### src/rtl/counter_pkg.sv
// Shared types for the up/down counter family.
package counter_pkg;

  typedef enum logic [1:0] {
    CM_WRAP,
    CM_SATURATE,
    CM_ONESHOT,
    CM_RSVD
  } count_mode_t;

  typedef enum logic {
    ST_RUN,
    ST_DONE
  } fsm_state_t;

endpackage

### src/rtl/mod_step_calc.sv
// Combinational next-count and wrap/clamp event for one advance of size s.
module mod_step_calc
  import counter_pkg::*;
#(
  parameter int unsigned N       = 4,
  parameter int unsigned MODULUS = 2 ** N
) (
  input  logic [N-1:0] q,
  input  logic [N-1:0] s,
  input  logic         up,
  input  logic [1:0]   mode,
  output logic [N-1:0] q_next,
  output logic         evt
);

  localparam int unsigned W = N + 1;
  localparam logic [W-1:0] MOD_W = W'(MODULUS);
  localparam logic [W-1:0] TOP_W = W'(MODULUS - 1);

  count_mode_t  cmode;
  logic [W-1:0] qw;
  logic [W-1:0] sw;
  logic [W-1:0] sum;
  logic [W-1:0] diff;
  logic [W-1:0] wrap_up;
  logic [W-1:0] wrap_dn;
  logic         borrow;

  assign cmode   = count_mode_t'(mode);
  assign qw      = {1'b0, q};
  assign sw      = {1'b0, s};
  assign sum     = qw + sw;
  assign diff    = qw - sw;
  assign borrow  = (qw < sw);
  assign wrap_up = sum - MOD_W;
  assign wrap_dn = qw + MOD_W - sw;

  // ONESHOT shares the saturating arithmetic; reserved mode wraps.
  always_comb begin
    q_next = q;
    evt    = 1'b0;
    case (cmode)
      CM_SATURATE, CM_ONESHOT: begin
        if (up) begin
          if (sum > TOP_W) begin
            q_next = N'(TOP_W);
            evt    = 1'b1;
          end else begin
            q_next = N'(sum);
          end
        end else begin
          if (borrow) begin
            q_next = '0;
            evt    = 1'b1;
          end else begin
            q_next = N'(diff);
          end
        end
      end
      default: begin
        if (up) begin
          if (sum >= MOD_W) begin
            q_next = N'(wrap_up);
            evt    = 1'b1;
          end else begin
            q_next = N'(sum);
          end
        end else begin
          if (borrow) begin
            q_next = N'(wrap_dn);
            evt    = 1'b1;
          end else begin
            q_next = N'(diff);
          end
        end
      end
    endcase
  end

endmodule

### src/rtl/mod_updown_counter.sv
// Up/down counter with programmable modulus, step, wrap/saturate/one-shot
// modes, synchronous load, sticky overflow and active-low cascade carry.
module mod_updown_counter
  import counter_pkg::*;
#(
  parameter int unsigned N       = 4,
  parameter int unsigned MODULUS = 2 ** N
) (
  input  logic         clock,
  input  logic         reset_b,
  input  logic         enable_b,
  input  logic         carry_in_b,
  input  logic         up,
  input  logic [N-1:0] step,
  input  logic [1:0]   mode,
  input  logic         load_b,
  input  logic [N-1:0] load_value,
  input  logic         clear_ovf_b,
  output logic [N-1:0] q,
  output logic         carry_b,
  output logic         ovf,
  output logic         done
);

  localparam logic [N-1:0] TOP     = N'(MODULUS - 1);
  localparam int unsigned  MOD_MAX = 1 << N;
  localparam logic [N:0]   MOD_W   = (N + 1)'(MODULUS);
  localparam bit           MOD_OK  = (MODULUS >= 32'd2) && (MODULUS <= MOD_MAX);

  fsm_state_t   state;
  fsm_state_t   state_nxt;
  count_mode_t  cmode;
  logic [N-1:0] s;
  logic [N-1:0] q_calc;
  logic [N-1:0] q_nxt;
  logic [N-1:0] term;
  logic         evt;
  logic         advance;
  logic         ovf_nxt;
  logic         done_nxt;

  assign cmode   = count_mode_t'(mode);
  assign s       = (step > TOP) ? TOP : step;
  assign term    = up ? TOP : '0;
  assign advance = ~enable_b & ~carry_in_b & load_b & (state == ST_RUN);

  mod_step_calc #(
    .N       (N),
    .MODULUS (MODULUS)
  ) u_step_calc (
    .q      (q),
    .s      (s),
    .up     (up),
    .mode   (mode),
    .q_next (q_calc),
    .evt    (evt)
  );

  always_ff @(posedge clock or negedge reset_b) begin
    if (!reset_b) begin
      state <= ST_RUN;
      q     <= '0;
      ovf   <= 1'b0;
      done  <= 1'b0;
    end else begin
      state <= state_nxt;
      q     <= q_nxt;
      ovf   <= ovf_nxt;
      done  <= done_nxt;
    end
  end

  // Load beats everything; DONE holds q and only leaves on load or mode change.
  always_comb begin
    state_nxt = state;
    q_nxt     = q;
    ovf_nxt   = ovf;
    done_nxt  = 1'b0;
    if (!load_b) begin
      q_nxt     = (load_value > TOP) ? TOP : load_value;
      state_nxt = ST_RUN;
    end else if (state == ST_DONE) begin
      if (cmode != CM_ONESHOT) begin
        state_nxt = ST_RUN;
      end
    end else if (advance) begin
      q_nxt = q_calc;
      if (cmode == CM_ONESHOT && q_calc == term) begin
        state_nxt = ST_DONE;
      end
    end
    done_nxt = (state_nxt == ST_DONE);
    if (advance && evt) begin
      ovf_nxt = 1'b1;
    end else if (!clear_ovf_b) begin
      ovf_nxt = 1'b0;
    end
  end

  assign carry_b = ~(~enable_b & ~carry_in_b &
                     ((up & (q == TOP)) | (~up & (q == '0))));

  a_modulus_legal: assert property (@(posedge clock) MOD_OK);
  a_q_in_range:    assert property (@(posedge clock) disable iff (!reset_b)
                                    ({1'b0, q} < MOD_W));

endmodule
### config.mk
export PLATFORM = sky130hd
export DESIGN_NAME = mod_updown_counter
export DESIGN_NICKNAME = d
export VERILOG_FILES = /design/src/rtl/counter_pkg.sv /design/src/rtl/mod_step_calc.sv /design/src/rtl/mod_updown_counter.sv
export SDC_FILE = /design/constraint.sdc
export NUM_CORES = 1
export LEC_CHECK = 0
export ABC_AREA = 1
export CORE_MARGIN = 4
export CORE_UTILIZATION = 35
export CTS_CLUSTER_DIAMETER = 120
export CTS_CLUSTER_SIZE = 40
export DETAILED_ROUTE_END_ITERATION = 16
export PLACE_DENSITY_LB_ADDON = 0.2
export SYNTH_ARGS = -nofsm -noshare
export SYNTH_HDL_FRONTEND = slang
export SYNTH_HIERARCHICAL = 1
export SYNTH_SLANG_ARGS = --single-unit
### constraint.sdc
create_clock -name clock -period 3.05 [get_ports clock]
set_input_delay 0.61 -clock clock [delete_from_list [all_inputs] [get_ports clock]]
set_output_delay 0.61 -clock clock [all_outputs]
set_load 0.05 [all_outputs]
==> metrics <==
RSZ-0062 raised after global routing false; sequential area share after synthesis 18.5%; MaxCap Viol Count 0; Die Span Y 56.1 um; crit-path max FO 3; core box area 0.00221 mm^2; Hold WS 481 ps; syn_nets 146; # rows 17; initial DRC count 26; gr ovfl total 0; critical path capture point type register; top cells by area, synth dfrtp_1 19%, nand2_1 13%, ha_1 12%, inv_1 9.7%, o21ai_0 7.4%; Net count, final 173; multi-input logic area 566 um^2; Reg area 150 um^2; relative slew slack 66.6%; WL final 1870 um; post-cts resize count 0; Yosys reg bits 6; mapped cell area 811 um^2; setup violators final 0; starting density of the core 36.7%; Worst Setup Path Type primary input to register; first-pass GRT wire length 3120 um; port bufs 23; fin crit share 84.6%; power density of the placed cells 441 mW/mm^2; status complete, no violations; CTS Buf Count 3; Final Hold Viols 0; WP data arrival 2750 ps; Final TNS setup 0 ps; Reg clk slew, reported paths 50 ps; Pins Over Slew Limit 0; HPWL after DPL 1530 um; Leak Pwr 0.546 nW; Area growth syn-to-layout 36.1%; largest net degree at the start of global routing 12; IO Pins 24; Via density 4.85; number of synthesized flops with an enable pin 0; WL/cell 10.9 um; Worst Tran Pin Value 499 ps; fin crit period 2580 ps; # Post-CTS Setup Buffers 0; Ant. Diodes 0; critical-path cell list clkdlybuf4s50_1 > ha_1 > fa_1 > o21bai_2 > a21oi_2 > nand2_1 > nor2_2 > o21ai_1 > nand2_1 > o21ai_0 > nand3_1 > a21oi_1; CTS max path bufs 2; Pre-antenna DRT Iters 4; skew final 8.43 ps; Worst path slowest cell clkdlybuf4s50_1; Post-synth top cells 27 x nand2_1, 21 x inv_1, 12 x o21ai_0; CTS sink count 6; required time of the critical path 3220 ps; Top FF cell, synth dfrtp_1; Synth Warn # 6; Synth area leader dfrtp_1; CTS H-tree lvls 1; DIE WIDTH 56.1 um; slowest cell delay on critical path 430 ps; WP buf/inv 1; hold crit path type register to register; Post-Synthesis Cells 119; initial antenna violation count 0; crit start category primary input; Synth cell types 23; syn avg cell area 6.81 um^2; CTS Hold Bufs 0; GPL Wtd Cong 0.822; f_max 388 MHz; cell mode on critical path nand2_1; ys async rst share 100%; CTS tree built; vias in the first global route 771; Crit path max-delay family compound AO/OA/AOI/OAI gates; Clock Tree Root clkbuf_4; # DRC 0; R2R Setup Slk 800 ps; clk_lat worst skew 250 ps; top-area cell type share of the netlist area 18.5%; share of cells above drive strength 1 12.5%; die area 0.00315 mm^2; Max VDD drop 0.266 mV; vias 834; gr usage total 12.3%; most numerous cell in the Yosys netlist nand2_1; FILL cells 238; Detail Route Antenna Nets 0
through the flow:
| step | std cells | power, mW | setup WS, ps | cell area, um^2 | util (%) |
|---|---|---|---|---|---|
| 4_1_cts | 172 | 0.492 | 462 | 1100 | 49.9 |
| 6_report | 172 | 0.486 | 471 | 1100 | 49.9 |
| 5_1_grt | 172 | 0.531 | 253 | 1100 | 49.9 |
| 2_1_floorplan | 119 | 0.320 | 692 | 811 | - |
| 3_3_place_gp | 169 | 0.407 | 318 | 1080 | 48.9 |
| 3_5_place_dp | 169 | 0.411 | 218 | 1080 | 48.9 |
path summary, 6_finish.rpt:
check                      cells past startpoint              from               end
setup / recovery                              12           step[0]   state$_DFF_PN0_
hold / removal                                 2   ovf$_DFFE_PN0P_   ovf$_DFFE_PN0P_
setup reg to reg                              12  q[0]$_DFFE_PN0P_   state$_DFF_PN0_
hold reg to reg                                2   ovf$_DFFE_PN0P_   ovf$_DFFE_PN0P_
max in group asynchronous                      1           reset_b  q[2]$_DFFE_PN0P_
min in group asynchronous                      1           reset_b   ovf$_DFFE_PN0P_
state kept, by name, summed over array words and instances, names as in the netlist:
name / count
state: 1
q: 4
ovf: 1
kinds of logic after synthesis:
group,share of synthesized area (%)
and+or+nand+nor,27.8
AOI/OAI and AO/OA,20.2
buffers and inverters,11.7
adders and majority gates,17.3
DFF,18.5
xor gates and xnor gates,4.48
worst min-delay path: cells and delay by family (launching register included):
kind | cells | cell delay [ps]
flip-flops | 1 | 340
AND/OR/NAND/NOR | 2 | 110
layer usage:
| metal | part of all wire [%] | global-route usage [%] | routed length, um | vias up |
|---|---|---|---|---|
| met4 | 0 | 6.44 | 0 | 0 |
| met2 | 51 | 20.7 | 948 | 22 |
| met5 | 0 | 0 | 0 | - |
| met3 | 4.6 | 2.55 | 86 | 0 |
| li1 | - | - | - | 430 |
| met1 | 45 | 14.5 | 835 | 382 |
final cells by class:
class | instances | area share, %
Multi-Input combinational cell | 88 | 51.2
Timing Repair Buffer | 23 | 21.8
Sequential cell | 6 | 13.6
Inverter | 24 | 8.16
Tap cell | 28 | 3.17
Clock buffer | 3 | 2.04
cells in the final DEF (no fill, tap or decap), drive strengths merged:
cell / n
fa: 2
clkbuf: 3
nor2: 9
nand3: 12
nand3b: 1
a21oi: 6
dfrtp: 6
ha: 8
inv: 24
o21bai: 1
o21ai: 17
nand2: 29
o21a: 1
buf: 1
clkdlybuf4s50: 22
xnor2: 1
xor2: 1
power by group:
part           internal [mW]  switching, mW
Sequential            0.0909         0.0182
Combinational          0.120          0.181
Clock                 0.0447         0.0319
Note: power is estimated with default switching activity, not from simulation.
